**src/rtl/mult_echo_pkg.sv**
```systemverilog
// Shared sizing and FSM state encoding for the multi-echo packer.
package mult_echo_pkg;
  localparam int unsigned ECHO_NUM = 5;
  localparam int unsigned PLUSE_W  = 8;
  localparam int unsigned DIST_W   = 16;
  localparam int unsigned CNT_W    = 3;

  typedef enum logic [1:0] {
    IDLE,
    COLLECT,
    HOLD,
    EMIT
  } state_e;
endpackage

```
**src/rtl/mult_pack_if.sv**
```systemverilog
// Echo input stream and packed frame output of mult_pack.
interface mult_pack_if;
  import mult_echo_pkg::*;

  logic                         shot_start;
  logic                         window_end;
  logic                         echo_valid;
  logic [PLUSE_W-1:0]           echo_pluse;
  logic [DIST_W-1:0]            echo_distance;
  logic [ECHO_NUM*PLUSE_W-1:0]  mult_pluse;
  logic [ECHO_NUM*DIST_W-1:0]   mult_distance;
  logic                         valid_m;
  logic [CNT_W-1:0]             echo_count;
  logic                         overflow;

  modport master (
    output shot_start, window_end, echo_valid, echo_pluse, echo_distance,
    input  mult_pluse, mult_distance, valid_m, echo_count, overflow
  );

  modport slave (
    input  shot_start, window_end, echo_valid, echo_pluse, echo_distance,
    output mult_pluse, mult_distance, valid_m, echo_count, overflow
  );
endinterface

```
**src/rtl/mult_pack_shot_gap_cnt.sv**
```systemverilog
// Saturating counter measuring spacing between published frames.
module shot_gap_cnt #(
  parameter logic [7:0] CLR_VAL = 8'd0
) (
  input  logic       clk,
  input  logic       rst,
  input  logic       clear,
  output logic [7:0] count,
  output logic       saturation
);
  logic [7:0] count_d, count_q;

  always_comb begin
    count_d = count_q;
    if (clear) begin
      count_d = CLR_VAL;
    end else if (count_q != 8'hFF) begin
      count_d = count_q + 8'd1;
    end
  end

  // Preset to saturation so the first frame after reset is never held.
  always_ff @(posedge clk or negedge rst) begin
    if (!rst) begin
      count_q <= 8'hFF;
    end else begin
      count_q <= count_d;
    end
  end

  assign count      = count_q;
  assign saturation = (count_q == 8'hFF);
endmodule

```
**src/rtl/mult_pack.sv**
```systemverilog
// Collects up to five echoes per laser shot and publishes them as one packed,
// rate-limited frame.
module mult_pack
  import mult_echo_pkg::*;
#(
  parameter logic [7:0] TIMEOUT = 8'd200,
  parameter logic [7:0] MIN_GAP = 8'd100
) (
  input  logic        clk,
  input  logic        rst,
  mult_pack_if.slave  bus
);
  localparam logic [CNT_W-1:0] SLOTS = CNT_W'(ECHO_NUM);

  state_e                       state_d, state_q;
  logic [PLUSE_W-1:0]           pl_d [ECHO_NUM];
  logic [PLUSE_W-1:0]           pl_q [ECHO_NUM];
  logic [DIST_W-1:0]            ds_d [ECHO_NUM];
  logic [DIST_W-1:0]            ds_q [ECHO_NUM];
  logic [CNT_W-1:0]             cnt_d, cnt_q;
  logic                         drop_d, drop_q;
  logic [7:0]                   tmo_d, tmo_q;
  logic [ECHO_NUM*PLUSE_W-1:0]  mult_pluse_d, mult_pluse_q;
  logic [ECHO_NUM*DIST_W-1:0]   mult_distance_d, mult_distance_q;
  logic                         valid_m_d, valid_m_q;
  logic [CNT_W-1:0]             echo_count_d, echo_count_q;
  logic                         overflow_d, overflow_q;

  logic                         echo_hit;
  logic                         close_win;
  logic                         gap_clear;
  logic [7:0]                   gap_cnt;
  logic                         gap_sat;
  logic                         gap_ok;

  // Clearing to 2 makes gap_cnt equal the valid_m spacing that results if
  // EMIT is entered on the current edge, so frames land exactly MIN_GAP apart.
  shot_gap_cnt #(.CLR_VAL(8'd2)) u_gap (
    .clk        (clk),
    .rst        (rst),
    .clear      (gap_clear),
    .count      (gap_cnt),
    .saturation (gap_sat)
  );

  assign echo_hit  = bus.echo_valid && (bus.echo_distance != '0);
  assign close_win = bus.window_end || bus.shot_start || (tmo_q == TIMEOUT - 8'd1);
  assign gap_ok    = gap_sat || (gap_cnt >= MIN_GAP);

  always_comb begin
    state_d         = state_q;
    pl_d            = pl_q;
    ds_d            = ds_q;
    cnt_d           = cnt_q;
    drop_d          = drop_q;
    tmo_d           = tmo_q;
    mult_pluse_d    = mult_pluse_q;
    mult_distance_d = mult_distance_q;
    valid_m_d       = 1'b0;
    echo_count_d    = echo_count_q;
    overflow_d      = overflow_q;
    gap_clear       = 1'b0;

    unique case (state_q)
      IDLE: begin
        if (bus.shot_start) begin
          pl_d   = '{default: '0};
          ds_d   = '{default: '0};
          cnt_d  = '0;
          drop_d = 1'b0;
          tmo_d  = '0;
          if (echo_hit) begin
            pl_d[0] = bus.echo_pluse;
            ds_d[0] = bus.echo_distance;
            cnt_d   = CNT_W'(1);
          end
          state_d = COLLECT;
        end
      end

      COLLECT: begin
        if (echo_hit) begin
          if (cnt_q < SLOTS) begin
            pl_d[cnt_q] = bus.echo_pluse;
            ds_d[cnt_q] = bus.echo_distance;
            cnt_d       = cnt_q + CNT_W'(1);
          end else begin
            drop_d = 1'b1;
          end
        end
        if (tmo_q != 8'hFF) begin
          tmo_d = tmo_q + 8'd1;
        end
        if (close_win) begin
          state_d = gap_ok ? EMIT : HOLD;
        end
      end

      HOLD: begin
        if (gap_ok) begin
          state_d = EMIT;
        end
      end

      EMIT: begin
        for (int unsigned i = 0; i < ECHO_NUM; i++) begin
          mult_pluse_d[(ECHO_NUM-1-i)*PLUSE_W +: PLUSE_W]  = pl_q[i];
          mult_distance_d[(ECHO_NUM-1-i)*DIST_W +: DIST_W] = ds_q[i];
        end
        echo_count_d = cnt_q;
        overflow_d   = drop_q;
        valid_m_d    = 1'b1;
        gap_clear    = 1'b1;
        state_d      = IDLE;
      end
    endcase
  end

  always_ff @(posedge clk or negedge rst) begin
    if (!rst) begin
      state_q         <= IDLE;
      pl_q            <= '{default: '0};
      ds_q            <= '{default: '0};
      cnt_q           <= '0;
      drop_q          <= 1'b0;
      tmo_q           <= '0;
      mult_pluse_q    <= '0;
      mult_distance_q <= '0;
      valid_m_q       <= 1'b0;
      echo_count_q    <= '0;
      overflow_q      <= 1'b0;
    end else begin
      state_q         <= state_d;
      pl_q            <= pl_d;
      ds_q            <= ds_d;
      cnt_q           <= cnt_d;
      drop_q          <= drop_d;
      tmo_q           <= tmo_d;
      mult_pluse_q    <= mult_pluse_d;
      mult_distance_q <= mult_distance_d;
      valid_m_q       <= valid_m_d;
      echo_count_q    <= echo_count_d;
      overflow_q      <= overflow_d;
    end
  end

  assign bus.mult_pluse    = mult_pluse_q;
  assign bus.mult_distance = mult_distance_q;
  assign bus.valid_m       = valid_m_q;
  assign bus.echo_count    = echo_count_q;
  assign bus.overflow      = overflow_q;
endmodule
```
**src/flat_wrapper.sv**
```systemverilog
// flat-port wrapper written by rule: the top's interface ports become plain ports
module mult_pack_flat import mult_echo_pkg::*;
#(
  parameter logic [7:0] TIMEOUT = 8'd200,
  parameter logic [7:0] MIN_GAP = 8'd100
)
  (clk, rst, bus_shot_start, bus_window_end, bus_echo_valid, bus_echo_pluse, bus_echo_distance, bus_mult_pluse, bus_mult_distance, bus_valid_m, bus_echo_count, bus_overflow);
  mult_pack_if bus_i ();
  input  logic clk;
  input  logic rst;
  input wire logic [$bits(bus_i.shot_start)-1:0] bus_shot_start;
  input wire logic [$bits(bus_i.window_end)-1:0] bus_window_end;
  input wire logic [$bits(bus_i.echo_valid)-1:0] bus_echo_valid;
  input wire logic [$bits(bus_i.echo_pluse)-1:0] bus_echo_pluse;
  input wire logic [$bits(bus_i.echo_distance)-1:0] bus_echo_distance;
  output wire logic [$bits(bus_i.mult_pluse)-1:0] bus_mult_pluse;
  output wire logic [$bits(bus_i.mult_distance)-1:0] bus_mult_distance;
  output wire logic [$bits(bus_i.valid_m)-1:0] bus_valid_m;
  output wire logic [$bits(bus_i.echo_count)-1:0] bus_echo_count;
  output wire logic [$bits(bus_i.overflow)-1:0] bus_overflow;
  assign bus_i.shot_start = bus_shot_start;
  assign bus_i.window_end = bus_window_end;
  assign bus_i.echo_valid = bus_echo_valid;
  assign bus_i.echo_pluse = bus_echo_pluse;
  assign bus_i.echo_distance = bus_echo_distance;
  assign bus_mult_pluse = bus_i.mult_pluse;
  assign bus_mult_distance = bus_i.mult_distance;
  assign bus_valid_m = bus_i.valid_m;
  assign bus_echo_count = bus_i.echo_count;
  assign bus_overflow = bus_i.overflow;
  mult_pack #(.TIMEOUT(TIMEOUT), .MIN_GAP(MIN_GAP)) u_core (.clk(clk), .rst(rst), .bus(bus_i));
endmodule
```
**config.mk**
```make
export PLATFORM = sky130hd
export DESIGN_NAME = mult_pack_flat
export DESIGN_NICKNAME = d
export VERILOG_FILES = /design/src/rtl/mult_echo_pkg.sv /design/src/rtl/mult_pack_if.sv /design/src/rtl/mult_pack_shot_gap_cnt.sv /design/src/rtl/mult_pack.sv /design/src/flat_wrapper.sv
export SDC_FILE = /design/constraint.sdc
export NUM_CORES = 1
export LEC_CHECK = 0
export BUFFER_PORTS_ARGS = -buffer_cell sky130_fd_sc_hd__buf_2
export CAP_MARGIN = 20
export CORE_UTILIZATION = 45
export DETAILED_ROUTE_END_ITERATION = 6
export PLACE_DENSITY = 0.61
export SKIP_CTS_REPAIR_TIMING = 1
export SLEW_MARGIN = 10
export SYNTH_ARGS = -nofsm -noshare
export SYNTH_HDL_FRONTEND = slang
export SYNTH_SLANG_ARGS = --single-unit
```
**constraint.sdc**
```tcl
create_clock -name clk -period 2.55 [get_ports clk]
set_clock_uncertainty 0.1 [all_clocks]
set_input_delay 0.255 -clock clk [delete_from_list [all_inputs] [get_ports clk]]
set_output_delay 0.255 -clock clk [all_outputs]
set_load 0.02 [all_outputs]
```
==> metrics.log <==
INFO  metric slew_viol_final = 0
INFO  metric start_util = between 40 and 50%
INFO  metric clkTransAtPathRegs = about 60 ps
INFO  metric p_sw_share = a little over a fifth
INFO  metric status = finished clean
INFO  metric detail_route.first_pass.iterations = 5
INFO  metric hold_ws = roughly 7.4 ps
INFO  metric drt.antenna.violating_nets = 0
INFO  metric cts_tree = yes
INFO  metric synth.top_cells.by_count = 259 x dfrtp_1, 145 x o211ai_1, 125 x mux2_2
INFO  metric layout.filler_cells = ~2100
INFO  metric synth_enable_flop_cells = 0
INFO  metric grt_busiest_layer = met1
INFO  metric via_total_after_detailed_routing = a little over 8000
INFO  metric grt.met3_usage = just over 4%
INFO  metric yosys_warnings = 0
INFO  metric worst_setup_path_type = flop to flop
INFO  metric cell_variety_after_synth = 48
INFO  metric yosys_register_bits = ~270
INFO  metric clkLatencyLatePin = between 500 and 600 ps
INFO  metric post_synth_mux_area_share = between 10% and 20%
INFO  metric maxCapViolations = 0
INFO  metric worst_slew_pin_tran = 726 ps
INFO  metric placer_congestion_estimate = about 0.8
INFO  metric static-leakage-power = 6.64 nW
INFO  metric total_power = about 8.9 mW
INFO  metric synth_adder_area_share = less than 1%
INFO  metric timing.critical_path.max_delay_family = simple AND/OR/NAND/NOR gates
INFO  metric critical_path_buf_inv_count = 2
INFO  metric combinationalPowerShare = under 10%
INFO  metric finalHoldViolations = 0
INFO  metric die_area = between 0.02 and 0.03 mm2
INFO  metric design.core.area = around 0.025 mm2
INFO  metric worst_r2r_path_cells = 7
INFO  metric synth-simple-area-share = under 10%
INFO  metric worst_path_most_repeated_cell = o211ai_1
INFO  metric cts_inserted_buffers = 30
INFO  metric power_density = approximately 630 mW/mm2
INFO  metric setup_viol_count_final = 0
INFO  metric min_path_type = input pin to flop
INFO  metric clock_sink_count = approximately 270
INFO  metric net-switching-power = about 1.9 mW
INFO  metric routedWlPerCell = ~20 um
INFO  metric grt_use_met1 = 34.8%
INFO  metric grt_setup_unrepaired = no
INFO  metric die_h = about 160 um
INFO  metric antenna_cells = 0
INFO  metric drt-vias-per-instance = 5.72
INFO  metric worst_case_register_to_register_setup_slack = around 200 ps
INFO  metric core.rowCount = 57
INFO  metric hpwlAfterDp = about 19000 um
INFO  metric cts_htree_levels = 1
INFO  metric combinational_family_with_the_most_area_after_synthesis = compound AO/OA/AOI/OAI gates
INFO  metric post_synth_instance_area = 0.0113 mm2
INFO  metric share_of_the_synthesized_area_in_the_top_cell_type = 57.2%
INFO  metric grt_usage = 22.4%
INFO  metric pwr-share-clk = about half
INFO  metric sequentialPowerShare = ~48%
INFO  metric tns = 0 ps
INFO  metric highest_clock_rate = between 400 and 500 MHz
INFO  metric rr_endpoint = u_core.ds_q[48]
INFO  metric worstSetupStartpointType = flop
INFO  metric grt_remaining_overflow = 0
INFO  metric drt_iter0_markers = approximately 640
INFO  metric grt_first_pass_wirelength = around 46000 um
INFO  metric layout_min_cycle_time = ~2300 ps
INFO  metric synth_top_cells_by_area = dfrtp_1 57%, mux2_2 12%, o211ai_1 9.6%, nand2_1 3.7%, a32o_1 2.1%
INFO  metric cp_cell_sequence = inv_1 > ha_1 > mux2i_1 > or4_1 > buf_4 > o211ai_1 > o211ai_1
INFO  metric critical_path.reg2reg.startpoint = u_core.state_q[1]
INFO  metric synthesis.instances = 916
INFO  metric timing.slew.headroom = slightly above 50%
INFO  metric path_depth = 7
INFO  metric intPower = 7.01 mW
INFO  metric max-clock-path-buffers = 3
INFO  metric crit_path_end = u_core.ds_q[48]
INFO  metric max-vdd-ir-drop = approximately 480 uV
INFO  metric yosys.cell_count.top_type = dfrtp_1
INFO  metric drt_drc_violations_left = 0
INFO  metric crit_path_top_delay_cell = or4_1
INFO  metric wirelength = between 20000 and 30000 um
INFO  metric cp-startpoint = u_core.state_q[1]
INFO  metric port-buffer-count = around 150
INFO  metric seq_area_frac_synth = between 50% and 60%
INFO  metric final_core_utilization = a little under three fifths
INFO  metric antenna_found_initial = 0
INFO  metric io_pins = 154
INFO  metric compound_cell_area_share_of_the_yosys_netlist = 16.9%
INFO  metric netlist.top_cell.by_area = dfrtp_1
INFO  metric post_synth_xor_area_fraction = less than 1%
INFO  metric critical_path.max_stage_delay = approximately 530 ps
INFO  metric critPathMaxFanout = 24
INFO  metric avgSynthCellArea = about 12 um2
INFO  metric synth_nets = between 900 and 1000
INFO  metric vias_in_the_first_global_route = roughly 8000
INFO  metric final_min_period_over_clock_period = 91.9%
INFO  metric async_reset_ff_share = 100%
INFO  metric syn_to_final_growth = 23.8%
INFO  metric layout-drive-gt1-share = 35.3%
INFO  metric crit_path_end_kind = flop
INFO  metric worst-endpoint-arrival = 2650 ps
INFO  metric cts-root-buf = clkbuf_16
INFO  metric largest_net_degree_at_the_start_of_global_routing = around 100
INFO  metric ys.flop_type = dfrtp_1
INFO  metric cp.required = 2860 ps
INFO  metric grt_util_met2 = 32.3%
INFO  metric die_width = 161 um
INFO  metric finish.net_count = roughly 1100
[worst min-delay path by stage]
stage | startpoint | end | slack [ps] | cells after the start
floorplan | rst | u_core.bus.echo_count[0] | -140 | 0
global placement | rst | u_core.bus.mult_distance[24] | 190 | 1
detailed placement | rst | u_core.bus.mult_distance[25] | 180 | 1
CTS | rst | u_core.bus.mult_distance[25] | -390 | 1
global route | bus_echo_distance[2] | u_core.ds_q[2] | 20 | 3
finish | bus_echo_distance[2] | u_core.ds_q[2] | 7 | 3
[worst min-delay path, stage by stage]
cell and delay, ps:
buf_2 120, buf_4 130, a32o_1 120
[per-layer routing]
layer | vias to the layer above | part of all wire (%) | wire (um)
met5 | - | 0 | 0
li1 | 3776 | - | -
met1 | 4138 | 48 | 13900
met3 | 44 | 6.1 | 1770
met2 | 264 | 44 | 12600
met4 | 0 | 1.9 | 534
[per-stage QoR]
| step | cell area, um2 | instances | setup WS, ps |
|---|---|---|---|
| final | 14000 | 1438 | 205 |
| after detailed placement | 12700 | 1360 | 117 |
| after global routing | 14000 | 1438 | 56.5 |
| after global placement | 12700 | 1360 | 183 |
| after CTS | 13800 | 1414 | 126 |
| after floorplan | 11300 | 916 | 288 |
[state kept, by name, summed over array words and instances (netlist names)]
signal / count
u_core.drop_q: 1
u_core.ds_q: 80
u_core.tmo_q: 8
u_core.u_gap.count: 8
u_core.pl_q: 40
u_core.bus.echo_count: 3
u_core.bus.overflow: 1
u_core.cnt_q: 3
u_core.bus.mult_distance: 80
u_core.state_q: 2
u_core.bus.mult_pluse: 40
u_core.bus.valid_m: 1
[power groups by stage]
| stage | registers [mW] | clock network (mW) | logic [mW] |
|---|---|---|---|
| finish | 4.24 | 4.42 | 0.210 |
| global route | 4.23 | 4.69 | 0.236 |
| CTS | 4.24 | 4.52 | 0.187 |
| detailed placement | 4.31 | 0 | 0.187 |
| global placement | 4.31 | 0 | 0.187 |
| floorplan | 4.32 | 0 | 0.0159 |
[cells by family (layout without fill, tap and decap cells)]
family | Yosys count | count (layout)
AO/OA/AOI/OAI | 251 | 251
XOR/XNOR | 3 | 3
adder cells (fa/ha/maj) | 8 | 8
buffers and inverters | 83 | 281
flip-flops | 267 | 267
multiplexers | 129 | 129
AND/OR/NAND/NOR | 175 | 175
[area by class of cell]
class	count	area (um2)	share of cell area, %
Sequential cell	267	6690	47.7
Inverter	9	33.8	0.241
Tap cell	324	405	2.89
Multi-Input combinational cell	566	4340	30.9
Clock inverter	10	120	0.856
Timing Repair Buffer	218	1510	10.8
Clock buffer	44	925	6.59
[placed cells by master (no fill, tap or decap), types with 4 or more instances in the layout]
cell type      synthesis  layout
o2bb2ai_1             24      24
o21ai_0               31      30
a32o_1                24      24
o211ai_1             145     145
nand2_1              113     113
nor3_1                 6       6
mux2i_1                4       4
dlygate4sd3_1          0      24
dfrtp_1              259     259
nand3_1                9       9
mux2_2               125     125
or3_1                  6       6
buf_2                 21     152
ha_1                   8       6
nand2b_1               9       9
nor2_1                10       9
clkbuf_16              0      31
clkbuf_8               0      10
dfstp_2                8       8
buf_4                  4      26
a21oi_1                7       7
inv_1                  9       9
buf_12                 0      15
clkinv_2               0       4
(Power assumes the default switching activity.)
